File: config.mk
export PLATFORM = sky130hd
export DESIGN_NAME = adc_sample_packer
export DESIGN_NICKNAME = d
export VERILOG_FILES = /design/src/rtl/adc_pkg.sv /design/src/rtl/adc_packer_stats.sv /design/src/rtl/adc_sample_packer.sv
export SDC_FILE = /design/constraint.sdc
export NUM_CORES = 1
export LEC_CHECK = 0
export ABC_AREA = 1
export CAP_MARGIN = 20
export CORE_ASPECT_RATIO = 0.9
export CORE_MARGIN = 8
export CORE_UTILIZATION = 41
export DETAILED_ROUTE_END_ITERATION = 8
export GPL_TIMING_DRIVEN = 0
export PLACE_DENSITY = 0.87
export SLEW_MARGIN = 20
export SYNTH_ARGS = -nofsm -noshare
export SYNTH_HDL_FRONTEND = slang
export SYNTH_SLANG_ARGS = --single-unit
File: constraint.sdc
create_clock -name clk_usb -period 3.45 [get_ports clk_usb]
set_input_delay 0.69 -clock clk_usb [delete_from_list [all_inputs] [get_ports clk_usb]]
set_output_delay 0.69 -clock clk_usb [all_outputs]
set_load 0.005 [all_outputs]
File: src/rtl/adc_pkg.sv
// Shared types and constants for the ADC sample packer.
package adc_pkg;

  typedef logic [11:0] adc_sample_t;

  typedef enum logic [1:0] {
    PH_A,
    PH_B,
    PH_C,
    PH_P
  } pack_phase_e;

  localparam int LOWRES_MSB = 11;

endpackage

File: src/rtl/adc_packer_stats.sv
// Saturating byte and underflow counters for the ADC sample packer.
module adc_packer_stats #(
  parameter int pCNT_BITS = 32
) (
  input  logic                 clk_usb,
  input  logic                 reset_n,
  input  logic                 clear,
  input  logic                 byte_inc,
  input  logic                 uflow_inc,
  output logic [pCNT_BITS-1:0] stat_bytes,
  output logic [pCNT_BITS-1:0] stat_underflows
);

  logic [pCNT_BITS-1:0] bytes_q, bytes_d;
  logic [pCNT_BITS-1:0] uflow_q, uflow_d;

  always_comb begin
    bytes_d = bytes_q;
    uflow_d = uflow_q;
    if (byte_inc && (bytes_q != '1)) bytes_d = bytes_q + 1'b1;
    if (uflow_inc && (uflow_q != '1)) uflow_d = uflow_q + 1'b1;
  end

  always_ff @(posedge clk_usb or negedge reset_n) begin
    if (!reset_n) begin
      bytes_q <= '0;
      uflow_q <= '0;
    end else if (clear) begin
      bytes_q <= '0;
      uflow_q <= '0;
    end else begin
      bytes_q <= bytes_d;
      uflow_q <= uflow_d;
    end
  end

  assign stat_bytes      = bytes_q;
  assign stat_underflows = uflow_q;

endmodule

File: src/rtl/adc_sample_packer.sv
// Packs 12-bit ADC samples into a byte stream (3 bytes per pair, or 1 byte per sample in low-res mode).
// Define ADC_PACKER_STATS_EN to enable the saturating stat_bytes / stat_underflows counters.
module adc_sample_packer
  import adc_pkg::*;
#(
  parameter int pSAMPLE_BITS = 12,
  parameter int pCNT_BITS    = 32
) (
  input  logic                    clk_usb,
  input  logic                    reset_n,
  input  logic                    cfg_low_res,
  input  logic                    clear,
  input  logic [pSAMPLE_BITS-1:0] in_data,
  input  logic                    in_valid,
  input  logic                    in_last,
  output logic                    in_ready,
  output logic [7:0]              out_byte,
  output logic                    out_valid,
  input  logic                    out_ready,
  output logic                    underflow,
  output logic [pCNT_BITS-1:0]    stat_bytes,
  output logic [pCNT_BITS-1:0]    stat_underflows
);

  generate
    if (pSAMPLE_BITS != 12) begin : g_bad_width
      $error("adc_sample_packer: pSAMPLE_BITS must be 12");
    end
  endgenerate

  pack_phase_e phase_q, phase_d;
  logic [7:0]  residue_q, residue_d;
  logic [7:0]  out_byte_q, out_byte_d;
  logic        out_valid_q, out_valid_d;
  logic        underflow_q, underflow_d;
  logic        out_free;
  adc_sample_t sample;

  assign sample   = in_data;
  assign out_free = !out_valid_q || out_ready;
  assign in_ready = out_free && ((phase_q == PH_A) || (phase_q == PH_B));

  // A free slot with nothing to load drops out_valid but keeps the last byte visible.
  always_comb begin
    phase_d     = phase_q;
    residue_d   = residue_q;
    out_byte_d  = out_byte_q;
    out_valid_d = out_valid_q;
    underflow_d = out_ready && !out_valid_q;
    if (out_free) begin
      out_valid_d = 1'b0;
      unique case (phase_q)
        PH_A: begin
          if (in_valid) begin
            out_byte_d  = sample[LOWRES_MSB -: 8];
            out_valid_d = 1'b1;
            if (!cfg_low_res) begin
              residue_d = {4'h0, sample[3:0]};
              phase_d   = in_last ? PH_P : PH_B;
            end
          end
        end
        PH_B: begin
          if (in_valid) begin
            out_byte_d  = {residue_q[3:0], sample[11:8]};
            out_valid_d = 1'b1;
            residue_d   = sample[7:0];
            phase_d     = PH_C;
          end
        end
        PH_C: begin
          out_byte_d  = residue_q;
          out_valid_d = 1'b1;
          phase_d     = PH_A;
        end
        PH_P: begin
          out_byte_d  = {residue_q[3:0], 4'h0};
          out_valid_d = 1'b1;
          phase_d     = PH_A;
        end
      endcase
    end
  end

  always_ff @(posedge clk_usb or negedge reset_n) begin
    if (!reset_n) begin
      phase_q     <= PH_A;
      residue_q   <= '0;
      out_byte_q  <= '0;
      out_valid_q <= 1'b0;
      underflow_q <= 1'b0;
    end else if (clear) begin
      phase_q     <= PH_A;
      residue_q   <= '0;
      out_byte_q  <= '0;
      out_valid_q <= 1'b0;
      underflow_q <= 1'b0;
    end else begin
      phase_q     <= phase_d;
      residue_q   <= residue_d;
      out_byte_q  <= out_byte_d;
      out_valid_q <= out_valid_d;
      underflow_q <= underflow_d;
    end
  end

  assign out_byte  = out_byte_q;
  assign out_valid = out_valid_q;
  assign underflow = underflow_q;

`ifdef ADC_PACKER_STATS_EN
  adc_packer_stats #(
    .pCNT_BITS (pCNT_BITS)
  ) u_stats (
    .clk_usb         (clk_usb),
    .reset_n         (reset_n),
    .clear           (clear),
    .byte_inc        (out_valid_q && out_ready),
    .uflow_inc       (underflow_d),
    .stat_bytes      (stat_bytes),
    .stat_underflows (stat_underflows)
  );
`else
  assign stat_bytes      = '0;
  assign stat_underflows = '0;
`endif

endmodule

; ---- Word level (Yosys, flattened, before mapping)
; Index checks and enable logic that the tools add are counted.
; Widths: inputs -> output; s select.
[totals]
inputBits = 19
output_inout_bits = 75
wordCells = 47
reg_bits = 20
[classes]
reduce_logical = 13
n_eq_ne = 6
mux = 23
[ops]
columns = op, n
row1 = $mux 8, 9
row2 = $pmux 8 s4, 1
row3 = $pmux 8 s2, 1
row4 = $mux 2, 6
row5 = $ne 3x3->1 const B, 3
row6 = $pmux 2 s3, 1
row7 = $reduce_and 5->1, 1
row8 = $eq 2x2->1 const B, 2
row9 = $mux 1, 4
row10 = $reduce_and 4->1, 1
row11 = $reduce_or 2->1, 2
row12 = $reduce_and 3->1, 1
row13 = $reduce_bool 3->1, 1
row14 = $eq 2x1->1 const B, 1
row15 = $logic_and 1x1->1, 2
row16 = $logic_not 2->1, 1
row17 = $logic_or 1x1->1, 2
row18 = $pmux 1 s2, 1
row19 = $reduce_bool 2->1, 1
row20 = $logic_not 1->1, 1

; ---- Logic depth before layout (Yosys ltp)
[depth]
depth_word = 6
depth_mapped = 8
mapped_depth_nobuf = 7

; ---- Worst setup path after synthesis
; No wires, ideal clock.
[synth_path]
path_type = input to output
from = input out_ready
to = output in_ready
cell_stages = 2
required_time_ns = 2.760
path_slack_ns = 1.893
t_arrival_ns = 0.867
path_buffers = 0
path_cell_list = inv_1 a21oi_1
[synth_via]
elab_chain_len = 2
[synth_rtl]
columns = element, line_no
row1 = start: declaration, adc_sample_packer.sv:19  ; input logic out_ready,
row2 = $logic_or 1x1->1, adc_sample_packer.sv:40  ; assign out_free = !out_valid_q || out_ready;
row3 = $logic_and 1x1->1, adc_sample_packer.sv:41  ; assign in_ready = out_free && ((phase_q == PH_A) || (phase_q == PH_B));
row4 = end: declaration, adc_sample_packer.sv:16  ; output logic in_ready,
; Every way passes these cells.

; ---- Worst setup path after layout
; Same ends and word-level chain as after synthesis.

==> qor.csv <==
stage;metric;value;unit
synth;synth_top_cell_area_share;0.321;
setup_path;timing.critical_path.to_type;primary output;
sta;slew_headroom;0.407;
drt;iter_0_drt_violations;120;
finish;final_nets;331;
synth;synth.lib_cells_used.distinct;16;
synth;post_synth_main_area_contributors;dfrtp_1 32%, buf_4 32%, nand2_1 16%;
synth;synth_largest_area_cell;dfrtp_1;
finish;synthToLayoutAreaGrowth;39.5;%
sta;unrepaired_setup_endpoints_after_global_routing;false;
setup_path;crit_type;input port to primary output;
clocking;clock_insertion_delay_at_the_later_pin_of_the_skew_report;0.26;ns
global_route;number_of_antenna_violations_at_the_first_check_in_global_routing;0;
power;vdd_drop_max;0.176;mV
hold_path;min_path_type;flop to flop;
sta;timing.final.crit_share;0.736;
synth;netlist_instances;216;
clocking;cts.repair_timing.setup_buffer_count;0;
floorplanning;fp-row-count;21;
power;cellLeakagePower;0.00131;uW
synth;post_synth.cell_area_avg;7.21;sq um
finish;nFillCells;352;
synth;synth-seq-area-share;0.321;
sta;timing.final.setup_violations;0;
finish;layout.cells.most_common_list;68 x nand2_1, 66 x buf_4, 64 x conb_1, 28 x clkdlybuf4s50_1;
drt;antenna_left;0;
global_route;grt_pass1_wl;5420;microns
sta;hold_violations;0;
floorplanning;fp.coreArea;3680;sq um
synth;mappedNetlistArea;1560;sq um
clocking;cts-buffers-inserted;3;
floorplanning;die_width;81.0;microns
floorplanning;io_pins;94;
sta;timing.fmax;394;MHz
global_route;grt-ovfl-total;0;
finish;most_common_cell_after_layout_fill_and_taps_aside;nand2_1;
finish;postLayoutCellArea;2170;sq um
setup_path;timing.critical_path.arrival;1.85;ns
setup_path;startpoint_type;input port;
clocking;holdBufCountCts;0;
drt;drt-wirelength-per-cell;10.1;microns
sta;slew_viol_final;0;
global_route;grt_use_total;0.112;
setup_path;worst-path-max-fanout;3;
clocking;post_cts_resize_count;0;
sta;clock_skews;0.00362;ns
finish;post_route_cells_drive_above_1_share;0.261;
global_route;grt_start_max_net_pins;21;
synth;synth-seq-cells;20;
sta;finalWorstPathRequiredPeriod;2.54;ns
drt;detail_route.vias_per_cell;3.83;
job;cap_violations;0;
setup_path;critPathRequiredTime;2.76;ns
finish;antenna_cells_inserted;0;
drt;detail_route.wirelength;3590;microns
floorplanning;die_footprint;6030;sq um
clocking;clkSlewWorstSetupHoldPaths;0.07;ns
place;port_buffers;28;
drt;drtPass1Iterations;4;
place;placed_area;2130;sq um
status;run_status;completed;
floorplanning;dieHeight;74.5;microns
drt;dr_total_vias;1362;
sta;setup_tns;0;ns
finish;multi_input_comb_area;732;sq um
finish;final-seq-area;500;sq um
power;power_density;363;nW/um^2
clocking;clk_root_buffer_cell;clkbuf_8;
drt;drc_errors;0;
sta;worst_slew_pin_slew;0.887;ns
clocking;cts_buffer_depth;2;
global_route;number_of_global_route_vias_before_repair;1261;
clocking;clock_tree_from_tritoncts;done;
clocking;cts.sink_count;20;
place;gpl.final_weighted_congestion;0.813;
floorplanning;effective_utilization_at_floorplan;0.423;
synth;synth_warnings;0;
clocking;htree_levels;1;
place;dp.final_hpwl;3040;microns
metrics by stage:
stage	std cells	worst slack [ns]	utilization	total power, uW	hold slack [ns]
after floorplan	279	1.89	-	524	0.394
after global placement	353	0.917	0.580	627	0.455
after detailed placement	353	0.914	0.580	637	0.466
after CTS	356	0.911	0.591	790	0.486
after global routing	356	0.881	0.591	845	0.498
final	356	0.910	0.591	788	0.477
path summary, 6_finish.rpt:
| path | slack, ns | start | endpoint | cells past startpoint |
|---|---|---|---|---|
| max in group asynchronous | 1.97 | reset_n | residue_q[1] | 1 |
| setup / recovery | 0.91 | out_ready | in_ready | 4 |
| min in group asynchronous | 0.93 | reset_n | out_byte[3] | 1 |
| setup reg to reg | 2.15 | phase_q[1] | residue_q[4] | 7 |
| hold reg to reg | 0.48 | out_byte[4] | out_byte[4] | 2 |
| hold / removal | 0.48 | out_byte[4] | out_byte[4] | 2 |
per-layer routing:
layer  track usage  routed length (microns)
met1         0.121                     1280
met2         0.202                     1850
met5             0                        0
met3        0.0254                      393
met4        0.0535                       71
worst max-delay path: stages:
cell	delay (ns)
clkdlybuf4s50_1	0.45
inv_1	0.05
a21oi_1	0.13
clkdlybuf4s50_1	0.52
cell families after synthesis:
group,count (synthesis),share of synthesized area
other cells,1,0.00241
flops,20,0.321
compound gates,6,0.0193
buf+inv,81,0.361
simple gates,108,0.296
cell type report:
| type | instances | area share |
|---|---|---|
| Inverter | 14 | 0.0253 |
| Sequential cell | 20 | 0.230 |
| Buffer | 67 | 0.233 |
| Timing Repair Buffer | 28 | 0.129 |
| Tap cell | 46 | 0.0265 |
| Multi-Input combinational cell | 178 | 0.337 |
| Clock buffer | 3 | 0.0190 |
cell usage after synthesis (all sizes together):
| library cell | n |
|---|---|
| conb | 1 |
| nand2 | 73 |
| o21ai | 4 |
| nand3 | 20 |
| dfrtp | 20 |
| inv | 14 |
| nor2 | 14 |
| buf | 67 |
| a21oi | 2 |
| nor3 | 1 |
state kept, by name, summed over array words and instances (netlist names):
name       cells
out_byte       8
residue_q      8
phase_q        2
out_valid      1
underflow      1
power breakdown:
part,internal (uW),switching [uW]
clock network,77.8,73.0
registers,275,31.2
logic,164,168
total,516,273
Power figures use the tool's default switching activity.
